## config.mk

```make
export PLATFORM = sky130hd
export DESIGN_NAME = tone_synth_flat
export DESIGN_NICKNAME = d
export VERILOG_FILES = /design/src/rtl/tone_synth_if.sv /design/src/rtl/tone_synth.sv /design/src/flat_wrapper.sv
export SDC_FILE = /design/constraint.sdc
export NUM_CORES = 1
export LEC_CHECK = 0
export BUFFER_PORTS_ARGS = -buffer_cell sky130_fd_sc_hd__buf_2
export CAP_MARGIN = 25
export CORE_MARGIN = 2
export CORE_UTILIZATION = 45
export DETAILED_ROUTE_END_ITERATION = 8
export HOLD_SLACK_MARGIN = 0.03
export PLACE_DENSITY_LB_ADDON = 0.15
export SLEW_MARGIN = 30
export SYNTH_ARGS = -nofsm -noshare
export SYNTH_HDL_FRONTEND = slang
export SYNTH_SLANG_ARGS = --single-unit
```

## constraint.sdc

```tcl
create_clock -name clk -period 7.15 [get_ports clk]
set_clock_uncertainty 0.15 [all_clocks]
set_input_delay 1.43 -clock clk [delete_from_list [all_inputs] [get_ports clk]]
set_output_delay 1.43 -clock clk [all_outputs]
set_load 0.005 [all_outputs]
```

## src/rtl/tone_synth_if.sv

```systemverilog
// -----------------------------------------------------------------------------
// tone_synth_if -- note handshake between the melody sequencer and tone_synth.
//
// Signals:
//   note_valid   sequencer -> synth : a note is offered
//   note_ready   synth -> sequencer : the synth can take a note this cycle
//   note_period  sequencer -> synth : half-period in clk cycles (0 = rest)
//   note_len     sequencer -> synth : duration in ticks (0 = discard)
//
// Modports:
//   master : the sequencer side (drives the note)
//   slave  : the tone_synth side (accepts the note)
// -----------------------------------------------------------------------------
interface tone_synth_if #(
  parameter int PER_W = 16
);
  logic             note_valid;
  logic             note_ready;
  logic [PER_W-1:0] note_period;
  logic [7:0]       note_len;

  modport master (
    output note_valid,
    output note_period,
    output note_len,
    input  note_ready
  );

  modport slave (
    input  note_valid,
    input  note_period,
    input  note_len,
    output note_ready
  );
endinterface

```

## src/rtl/tone_synth.sv

```systemverilog
// -----------------------------------------------------------------------------
// tone_synth -- note-to-speaker tone stage.
//
// Accepts one note at a time (half-period + duration in ticks) and drives the
// complementary speaker pair with a square wave for exactly len*TICK_DIV
// cycles, then returns to IDLE and pulses done for one cycle.
//
// Parameters:
//   TICK_DIV  clk cycles per duration tick (>= 2)
//   PER_W     width of note_period
//
// Ports:
//   clk       sole clock, rising edge
//   rst       synchronous, active-high reset
//   note_if   slave side of the note handshake (valid/ready/period/len)
//   speaker   {~phase, phase} while sounding, 2'b00 when silent (registered)
//   busy      high whenever not IDLE (registered)
//   done      one-cycle pulse when a note completes or is discarded
//
// Build option:
//   TONE_GAP_EN  when defined, one tick of silence (GAP state) follows every
//                played note before done is pulsed.
// -----------------------------------------------------------------------------
module tone_synth #(
  parameter int TICK_DIV = 100,
  parameter int PER_W    = 16
) (
  input  logic         clk,
  input  logic         rst,
  tone_synth_if.slave  note_if,
  output logic [1:0]   speaker,
  output logic         busy,
  output logic         done
);

  localparam int TC_W = (TICK_DIV > 2) ? $clog2(TICK_DIV) : 1;

  localparam logic [1:0] IDLE = 2'd0;
  localparam logic [1:0] PLAY = 2'd1;
`ifdef TONE_GAP_EN
  localparam logic [1:0] GAP  = 2'd2;
`endif

  logic [1:0]       state;
  logic [PER_W-1:0] per;
  logic [PER_W-1:0] hc;
  logic [7:0]       rem;
  logic [TC_W-1:0]  tc;
  logic             phase;

  logic accept;
  logic tick_wrap;
  logic half_wrap;
  logic last_cycle;
  logic phase_n;

  // NOTE: note_ready is combinational so that reset suppresses an accept in
  // the very cycle rst is raised, not one cycle later.
  assign note_if.note_ready = (state == IDLE) && !rst;
  assign accept             = note_if.note_valid && note_if.note_ready;

  assign tick_wrap  = (tc == TC_W'(TICK_DIV - 1));
  // A rest (per==0) never wraps, which freezes hc and phase.
  assign half_wrap  = (per != '0) && (hc == per - PER_W'(1));
  assign last_cycle = tick_wrap && (rem == 8'd1);
  // Phase as it will be next cycle; speaker is registered from it so the
  // output lines up with the counters rather than lagging by one cycle.
  assign phase_n    = half_wrap ? ~phase : phase;

  // NOTE: every state element uses non-blocking assignments so all registers
  // update from the same pre-edge values, whatever the statement order.
  always_ff @(posedge clk) begin
    if (rst) begin
      state   <= IDLE;
      per     <= '0;
      hc      <= '0;
      rem     <= '0;
      tc      <= '0;
      phase   <= 1'b0;
      speaker <= 2'b00;
      busy    <= 1'b0;
      done    <= 1'b0;
    end else begin
      done <= 1'b0;
      case (state)
        IDLE: begin
          if (accept) begin
            per   <= note_if.note_period;
            rem   <= note_if.note_len;
            hc    <= '0;
            tc    <= '0;
            phase <= 1'b0;
            if (note_if.note_len == 8'd0) begin
              // Discarded note: stay idle, just acknowledge it.
              done <= 1'b1;
            end else begin
              state   <= PLAY;
              busy    <= 1'b1;
              speaker <= (note_if.note_period != '0) ? 2'b10 : 2'b00;
            end
          end
        end

        PLAY: begin
          if (half_wrap) begin
            phase <= ~phase;
            hc    <= '0;
          end else if (per != '0) begin
            hc <= hc + PER_W'(1);
          end

          if (tick_wrap) begin
            tc  <= '0;
            rem <= rem - 8'd1;
          end else begin
            tc <= tc + TC_W'(1);
          end

          if (last_cycle) begin
            speaker <= 2'b00;
`ifdef TONE_GAP_EN
            state   <= GAP;
`else
            state   <= IDLE;
            busy    <= 1'b0;
            done    <= 1'b1;
`endif
          end else begin
            speaker <= (per != '0) ? {~phase_n, phase_n} : 2'b00;
          end
        end

`ifdef TONE_GAP_EN
        GAP: begin
          // tc was wrapped to 0 on the last PLAY cycle, so this is one tick.
          if (tick_wrap) begin
            tc    <= '0;
            state <= IDLE;
            busy  <= 1'b0;
            done  <= 1'b1;
          end else begin
            tc <= tc + TC_W'(1);
          end
        end
`endif

        default: begin
          state   <= IDLE;
          busy    <= 1'b0;
          speaker <= 2'b00;
        end
      endcase
    end
  end

endmodule
```

## src/flat_wrapper.sv

```systemverilog
// flat-port wrapper written by rule: the top's interface ports become plain ports
module tone_synth_flat 
#(
  parameter int TICK_DIV = 100,
  parameter int PER_W    = 16
)
  (clk, rst, speaker, busy, done, note_if_note_valid, note_if_note_period, note_if_note_len, note_if_note_ready);
  tone_synth_if #(.PER_W(PER_W)) note_if_i ();
  input  logic clk;
  input  logic rst;
  output logic [1:0] speaker;
  output logic busy;
  output logic done;
  input wire logic [$bits(note_if_i.note_valid)-1:0] note_if_note_valid;
  input wire logic [$bits(note_if_i.note_period)-1:0] note_if_note_period;
  input wire logic [$bits(note_if_i.note_len)-1:0] note_if_note_len;
  output wire logic [$bits(note_if_i.note_ready)-1:0] note_if_note_ready;
  assign note_if_i.note_valid = note_if_note_valid;
  assign note_if_i.note_period = note_if_note_period;
  assign note_if_i.note_len = note_if_note_len;
  assign note_if_note_ready = note_if_i.note_ready;
  tone_synth #(.TICK_DIV(TICK_DIV), .PER_W(PER_W)) u_core (.clk(clk), .rst(rst), .note_if(note_if_i), .speaker(speaker), .busy(busy), .done(done));
endmodule
```

==> run metrics, run 1 <==
Core Region=approximately 6900 µm²; Worst Setup End Kind=primary output; H-tree Lvls=2; Die Y=88.6 µm; # hold bufs at CTS=0; RSZ-0062 raised after global routing=no; number of diodes=0; R2R Path Start=u_core.per[2]$_SDFFE_PP0P_; # resized after CTS=0; worst hold stages=2; Setup TNS Final=0 ns; fin crit period=between 3 and 4 ns; fmax=around 0.26 GHz; RD Place Congestion=0.882; Hold Path Class=flip-flop to flip-flop; GR Util All Layers=0.213; CP Data Required Time=between 5 and 6 ns; post-synthesis sequential area ratio=0.323; synthesized flop and latch total=between 50 and 60; placed cells=approximately 530; Pwr Density=approximately 190 nW/µm²; routed vias/inst=5.77; final net count=470; cell area after synthesis=3220 µm²; drt first pass iters=4; Num CTS Buffers=5; critical path buffer and inverter count=2; TritonCTS clock tree=built; P_leak=roughly 1.3 nW; Rel. slew slack=0.409; status=completed; CP max stage delay=about 0.53 ns; maxcap violations=0; root buffer cell=clkbuf_8; Final Hold Vio Count=0; number of global-route vias before repair=2696; flop-to-flop setup slack=between 3 and 4 ns; initial antenna violation count=0; Post-synth top cells=nand2_1 (64), dfxtp_1 (52), nor2_1 (29); Remaining Overflow, GRT=0; fraction of registers with async set/reset=0; initial drt markers=192; clock sinks=52; drt wl/cell=around 15 µm; Cell Rows=30; IO buf count=31; YS warnings=0; final period utilization=0.544; syn_nets=455; WS Path Type=input port to primary output; area growth from synthesis to layout=9.71%; CTS clk-pin slew, worst paths=approximately 0.10 ns; Worst IR Drop VDD=0.0000855 V; DRT Wirelength=7.80 mm; Die Area=roughly 8000 µm²; pin count of the biggest net entering global routing=43; Worst Setup Start Kind=input port; FF-to-FF End=u_core.phase$_SDFFE_PP0P_; hold path startpoint=u_core.speaker[0]$_SDFFE_PP0P_; top cell type's share of synthesized area=0.323; Synth Area per Inst=between 7 and 8 µm²; layout cells sized above 1=0.112; Reg2Reg Depth=7; post-CTS setup buffers=0; hold path endpoint=u_core.speaker[0]$_SDFFE_PP0P_; global-route wire length before repair=about 13 mm; top post-synthesis cells by area=dfxtp_1 (32%), nand2_1 (7.5%), nand3b_1 (4.4%); Most common cell on crit path=buf_2; Worst-Skew Late Latency=slightly above 0.3 ns; top-level I/O count=32; Post-synth EDFFs=0; fin cells=between 500 and 600; CP cell instances=buf_2 > nor2_1 > buf_2; Initial Util=0.469; max-slew violation count=0; CP max stage cell=buf_2; Final Setup Violations=0; hpwl dp=about 5.6 mm; via count=roughly 3100; synth unique cells=53; CP max FO=42; cell taking the most area after synthesis=dfxtp_1; most frequent cell after synthesis=nand2_1; Crit path max-delay family=buffers and inverters; DR DRC count=0; slew at the pin with the worst max-slew slack=just under 0.9 ns; Main synth FF type=dfxtp_1; post-synthesis cell count=around 420; DRT antenna net count=0; Die Width=88.6 µm; CP arrival=between 2 and 2.5 ns; Levels on crit path=3; CTS max path bufs=2
-- routing by layer --
layer	vias up	GRT usage	routed length [µm]
met3	11	0.0336	352
met2	66	0.305	3420
met5	-	0	0
li1	1567	-	-
met1	1436	0.328	3910
met4	0	0.0634	118
-- cells by family after synthesis --
logic type / after synthesis / synth area share
AOI/OAI and AO/OA: 82 / 0.169
xor gates and xnor gates: 24 / 0.0652
adders and majority gates: 6 / 0.0233
buffers and inverters: 35 / 0.0419
DFF: 52 / 0.323
muxes: 5 / 0.0155
and+or+nand+nor: 218 / 0.362
-- cell type report --
| cell class | count | area [µm²] |
|---|---|---|
| clock buffer | 5 | 68.8 |
| sequential | 52 | 1040 |
| timing repair buffer | 33 | 170 |
| clock inverter | 3 | 42.5 |
| fill | 674 | 3330 |
| inverter | 10 | 37.5 |
| tap | 96 | 120 |
| multi-input combinational | 335 | 2050 |
-- worst max-delay path by stage --
| stage | startpoint | end | slack [ns] |
|---|---|---|---|
| final | rst | note_if_note_ready | 3.26 |
| after floorplan | rst | note_if_note_ready | 3.97 |
| after global placement | rst | u_core.rem[4]$_SDFFE_PP0P_ | 3.20 |
| after detailed placement | rst | u_core.rem[4]$_SDFFE_PP0P_ | 3.11 |
| after CTS | rst | note_if_note_ready | 3.25 |
| after global routing | rst | u_core.rem[4]$_SDFFE_PP0P_ | 3.14 |
-- worst reg2reg max path: stages (launching register included) --
cell and delay [ns]:
dfxtp_1 0.42, nor4_2 0.82, nand2_1 0.28, or4b_1 0.64, a2111oi_4 0.42, nand4_4 0.32
or3b_1 0.48, a31oi_1 0.16
-- metrics by stage --
stage / instance area (µm²) / hold slack (ns) / utilization / power, mW / setup WS (ns)
finish: 3530 / 0.358 / 0.515 / 0.669 / 3.26
global route: 3530 / 0.388 / 0.515 / 0.703 / 3.14
CTS: 3530 / 0.364 / 0.513 / 0.671 / 3.25
detailed placement: 3410 / 0.345 / 0.497 / 0.465 / 3.11
global placement: 3410 / 0.337 / 0.497 / 0.463 / 3.20
floorplan: 3220 / 0.316 / - / 0.428 / 3.97
-- report_power, final --
group,internal [mW],switching (mW)
clock network,0.104,0.104
logic,0.0554,0.0817
registers,0.302,0.0216
-- state kept, by name, summed over array words and instances, names as in the netlist --
| signal | count |
|---|---|
| u_core.hc | 16 |
| u_core.speaker | 2 |
| u_core.state | 1 |
| u_core.tc | 7 |
| u_core.rem | 8 |
| u_core.per | 16 |
| u_core.phase | 1 |
| u_core.done | 1 |
-- cells in the final DEF, fill, tap and decap left out, types with 3 or more instances in the layout --
cell type  instances
inv_1             10
dfxtp_1           52
nor2_1            28
nor3_1            14
nand2_1           64
o22ai_1            4
nand3_1           28
o311ai_1           4
and2_1             5
buf_2             31
o31ai_1            4
nor3b_1           10
o21ai_0            9
clkbuf_8           5
nand4_1            8
or3_1              3
nand3b_1          19
xor2_1            14
a21oi_1           17
mux2i_1            5
and3_1             9
xnor2_1           10
o21ai_1            9
nor4_1             6
a31oi_1           16
ha_1               6
or4_1              4
a211oi_1           5
and4_1             3
(Power assumes the default switching activity.)
==> run 2: changes to the inputs <==
==> constraint.sdc (replaced) <==
create_clock -name clk -period 3.82 [get_ports clk]
set_clock_uncertainty 0.15 [all_clocks]
set_input_delay 0.764 -clock clk [delete_from_list [all_inputs] [get_ports clk]]
set_output_delay 0.764 -clock clk [all_outputs]
set_load 0.005 [all_outputs]
==> run metrics, run 2 (synthesis gave the netlist of run 1 again) <==
# resized after CTS=0; RD Place Congestion=approximately 0.97; number of diodes=0; via count=just over 3000; maxcap violations=0; Worst-Skew Late Latency=roughly 0.30 ns; hpwl dp=5.78 mm; CTS max path bufs=2; DRT Wirelength=slightly below 8 mm; CP max FO=19; fmax=around 0.3 GHz; DRT antenna net count=0; IO buf count=31; Rel. slew slack=0.435; Cell Rows=30; Clk pwr share=0.275; Switching Share=0.316; CP arrival=around 3.4 ns; drt wl/cell=~15 µm; area growth from synthesis to layout=10.0%; top-level I/O count=32; Die Y=88.6 µm; routed vias/inst=between 5 and 6; most frequent cells in the layout=nand2_1 (64), dfxtp_1 (52), buf_2 (31); Internal Power=a little over 800 µW; design area=3540 µm²; Worst Setup Start Kind=flip-flop; WS Path Type=flip-flop to flip-flop; placed inst area=between 3000 and 4000 µm²; clock sinks=52; global-route wire length before repair=13.4 mm; GR Util All Layers=0.214; Num CTS Buffers=5; register share of total power=0.501; Worst IR Drop VDD=~0.00017 V; Pwr Density=between 300 and 400 nW/µm²; final net count=approximately 480; CTS clk-pin slew, worst paths=roughly 0.1 ns; Die Width=88.6 µm; pin count of the biggest net entering global routing=42; Worst Setup End Kind=flip-flop; # hold bufs at CTS=0; Final Hold Vio Count=0; Hold Path Class=flip-flop to flip-flop; Remaining Overflow, GRT=0; drt first pass iters=4; status=completed; Die Area=just under 8000 µm²; most common cell after layout, fill and taps aside=nand2_1; Initial Util=0.469; number of global-route vias before repair=around 2700; RSZ-0062 raised after global routing=no; H-tree Lvls=2; Switch Pwr=378 µW; TritonCTS clock tree=built; post-CTS setup buffers=0; P_leak=1.34 nW; fin crit period=~3.3 ns; largest registers=u_core.hc (16), u_core.per (16), u_core.rem (8); CP Data Required Time=around 4 ns; fillers=between 600 and 700; Core Region=6870 µm²; root buffer cell=clkbuf_8; final period utilization=0.868; initial drt markers=approximately 180; DR DRC count=0; Final Setup Violations=0; slew at the pin with the worst max-slew slack=0.847 ns; Comb power frac=0.225; max-slew violation count=0; layout cells sized above 1=0.117; initial antenna violation count=0; Setup TNS Final=0 ns
[run 2: cell count changes in the layout (fill, tap and decap cells not counted), sizes merged]
cell,before,now
clkinvlp,1,0
bufinv,1,0
clkbuf,5,6
clkinv,1,2
buf,33,38
[run 2: final timing paths]
| check | from | cells after the start | slack, ns | to |
|---|---|---|---|---|
| worst min register to register | u_core.rem[1]$_SDFFE_PP0P_ | 2 | 0.36 | u_core.rem[1]$_SDFFE_PP0P_ |
| worst max-delay path | u_core.per[0]$_SDFFE_PP0P_ | 9 | 0.50 | u_core.phase$_SDFFE_PP0P_ |
| worst max register to register | u_core.per[0]$_SDFFE_PP0P_ | 9 | 0.50 | u_core.phase$_SDFFE_PP0P_ |
| worst min-delay path | u_core.rem[1]$_SDFFE_PP0P_ | 2 | 0.36 | u_core.rem[1]$_SDFFE_PP0P_ |
[run 2: metal layers]
layer / track usage / vias to the layer above / part of all wire
met3: 0.0317 / 8 / 0.054
li1: - / 1585 / -
met5: 0 / - / 0
met1: 0.319 / 1438 / 0.49
met4: 0.0537 / 0 / 0.0099
met2: 0.325 / 87 / 0.44
[run 2: worst max-delay path, cell delays in order, from the launching register on]
cell	delay, ns
dfxtp_1	0.38
inv_1	0.13
ha_1	0.36
nor3b_1	0.55
and3_1	0.24
o22ai_1	0.13
a2111oi_4	0.40
nand4_4	0.30
or3b_1	0.46
a31oi_1	0.15
[run 2: power by group through the flow]
stage | combinational (mW) | sequential [mW] | clock [mW]
after floorplan | 0.202 | 0.599 | 0
after global placement | 0.265 | 0.611 | 0
after detailed placement | 0.266 | 0.612 | 0
after CTS | 0.268 | 0.599 | 0.342
after global routing | 0.303 | 0.605 | 0.361
final | 0.269 | 0.600 | 0.329
[run 2: stage by stage]
stage	power [mW]	hold WS, ns	instances	setup slack [ns]	util
final	1.20	0.357	539	0.504	0.516
after floorplan	0.801	0.316	422	0.754	-
after detailed placement	0.879	0.344	531	0.572	0.503
after global placement	0.876	0.337	531	0.656	0.503
after global routing	1.27	0.391	539	0.210	0.516
after CTS	1.21	0.358	539	0.548	0.516
[run 2: layout make-up]
type | instances | area [µm²] | area share
flip-flops and latches | 52 | 1040 | 0.294
clock inverters | 2 | 10.0 | 0.00282
inverters | 10 | 37.5 | 0.0106
clock buffers | 6 | 82.6 | 0.0233
well taps | 96 | 120 | 0.0339
repair buffers | 38 | 208 | 0.0586
multi-input cells | 335 | 2050 | 0.577
==> run 3: changes to the inputs <==
--- a/config.mk
+++ b/config.mk
@@ -7,6 +7,7 @@
 export LEC_CHECK = 0
 export BUFFER_PORTS_ARGS = -buffer_cell sky130_fd_sc_hd__buf_2
 export CAP_MARGIN = 25
+export CORE_ASPECT_RATIO = 2
 export CORE_MARGIN = 2
 export CORE_UTILIZATION = 45
 export DETAILED_ROUTE_END_ITERATION = 8
==> run metrics, run 3 (synthesis gave the netlist of run 1 again) <==
WS Path Type=flip-flop to flip-flop; Core Region=approximately 7000 µm²; DRT antenna net count=0; initial drt markers=between 150 and 200; CTS clk-pin slew, worst paths=0.07 ns; final net count=between 400 and 500; Final Hold Vio Count=0; clock sinks=52; # resized after CTS=0; P_leak=around 1.4 nW; Crit path max-delay family=simple AND/OR/NAND/NOR gates; placed inst area=~3400 µm²; layout cells sized above 1=0.116; drt first pass iters=4; post-layout util=0.516; slew at the pin with the worst max-slew slack=between 0.8 and 0.9 ns; Num CTS Buffers=5; most common cell after layout, fill and taps aside=nand2_1; fmax=approximately 0.30 GHz; design area=between 3000 and 4000 µm²; Worst-Skew Late Latency=0.29 ns; max-slew violation count=0; Die Y=around 120 µm; Remaining Overflow, GRT=0; TritonCTS clock tree=built; area growth from synthesis to layout=11.1%; largest registers=u_core.hc (16), u_core.per (16), u_core.rem (8); Die Width=about 64 µm; Final Setup Violations=0; H-tree Lvls=2; routed vias/inst=approximately 6.0; critical path buffer and inverter count=1; Cell Rows=43; hpwl dp=~6.7 mm; RD Place Congestion=around 0.94; Setup TNS Final=0 ns; CP max stage cell=nor3b_1; IO buf count=31; post-CTS setup buffers=0; CP max FO=19; CP Data Required Time=about 3.9 ns; number of global-route vias before repair=around 3000; Pwr Density=about 370 nW/µm²; most frequent cells in the layout=nand2_1 (64), dfxtp_1 (52), buf_2 (31); fin crit period=about 3.4 ns; drt wl/cell=16.8 µm; CP cell instances=inv_1 > ha_1 > nor3b_1 > and3_1 > o22ai_1 > a2111oi_4 > nand4_4 > or3b_1 > a31oi_1; status=completed; Rel. slew slack=0.448; Initial Util=0.464; final period utilization=0.878; initial antenna violation count=0; global-route wire length before repair=14.6 mm; RSZ-0062 raised after global routing=no; Fin Hold WS=between 0.3 and 0.4 ns; Worst Setup End Kind=flip-flop; root buffer cell=clkbuf_16; Hold Path Class=flip-flop to flip-flop; via count=between 3000 and 4000; Worst IR Drop VDD=a little under 0.0003 V; GR Util All Layers=0.236; number of diodes=0; Die Area=just under 8000 µm²; top-level I/O count=32; DRT Wirelength=approximately 9 mm; CP arrival=about 3.4 ns; CTS max path bufs=2; CP max stage delay=between 0.5 and 0.6 ns; pin count of the biggest net entering global routing=43; DR DRC count=0; Worst Setup Start Kind=flip-flop; flop-to-flop setup slack=0.47 ns; # hold bufs at CTS=0; maxcap violations=0
==> run 3: per-stage QoR <==
step / power (mW) / instances / setup WS (ns)
after CTS: 1.34 / 531 / 0.458
final: 1.33 / 531 / 0.466
after global placement: 0.878 / 523 / 0.631
after floorplan: 0.801 / 422 / 0.754
after detailed placement: 0.883 / 523 / 0.470
after global routing: 1.40 / 531 / 0.195
==> run 3: worst paths after layout <==
kind	startpoint	to	depth (start not counted)
max	u_core.per[0]$_SDFFE_PP0P_	u_core.phase$_SDFFE_PP0P_	9
min	u_core.rem[1]$_SDFFE_PP0P_	u_core.rem[1]$_SDFFE_PP0P_	2
max reg2reg	u_core.per[0]$_SDFFE_PP0P_	u_core.phase$_SDFFE_PP0P_	9
min reg2reg	u_core.rem[1]$_SDFFE_PP0P_	u_core.rem[1]$_SDFFE_PP0P_	2
==> run 3: final cells by class <==
type                            instances  area, µm²
Fill cell                             682       3360
Multi-Input combinational cell        335       2050
Sequential cell                        52       1040
Timing Repair Buffer                   36        193
Clock buffer                            6        139
Tap cell                               90        113
Inverter                               10       37.5
Clock inverter                          2       10.0
==> run 3: report_power, final <==
group | switching (mW) | internal [mW]
clock network | 0.197 | 0.259
logic | 0.162 | 0.108
registers | 0.0374 | 0.566
total | 0.396 | 0.933
==> run 3: per-layer routing <==
metal / GRT usage / share of wire
met1: 0.234 / 0.37
met4: 0.159 / 0.051
met5: 0 / 0
met2: 0.446 / 0.55
met3: 0.0325 / 0.026
==> run 3: worst min-delay path, stage by stage, from the launching register on <==
cell and delay, ns:
dfxtp_1 0.33, nand3_1 0.07, a21oi_1 0.05
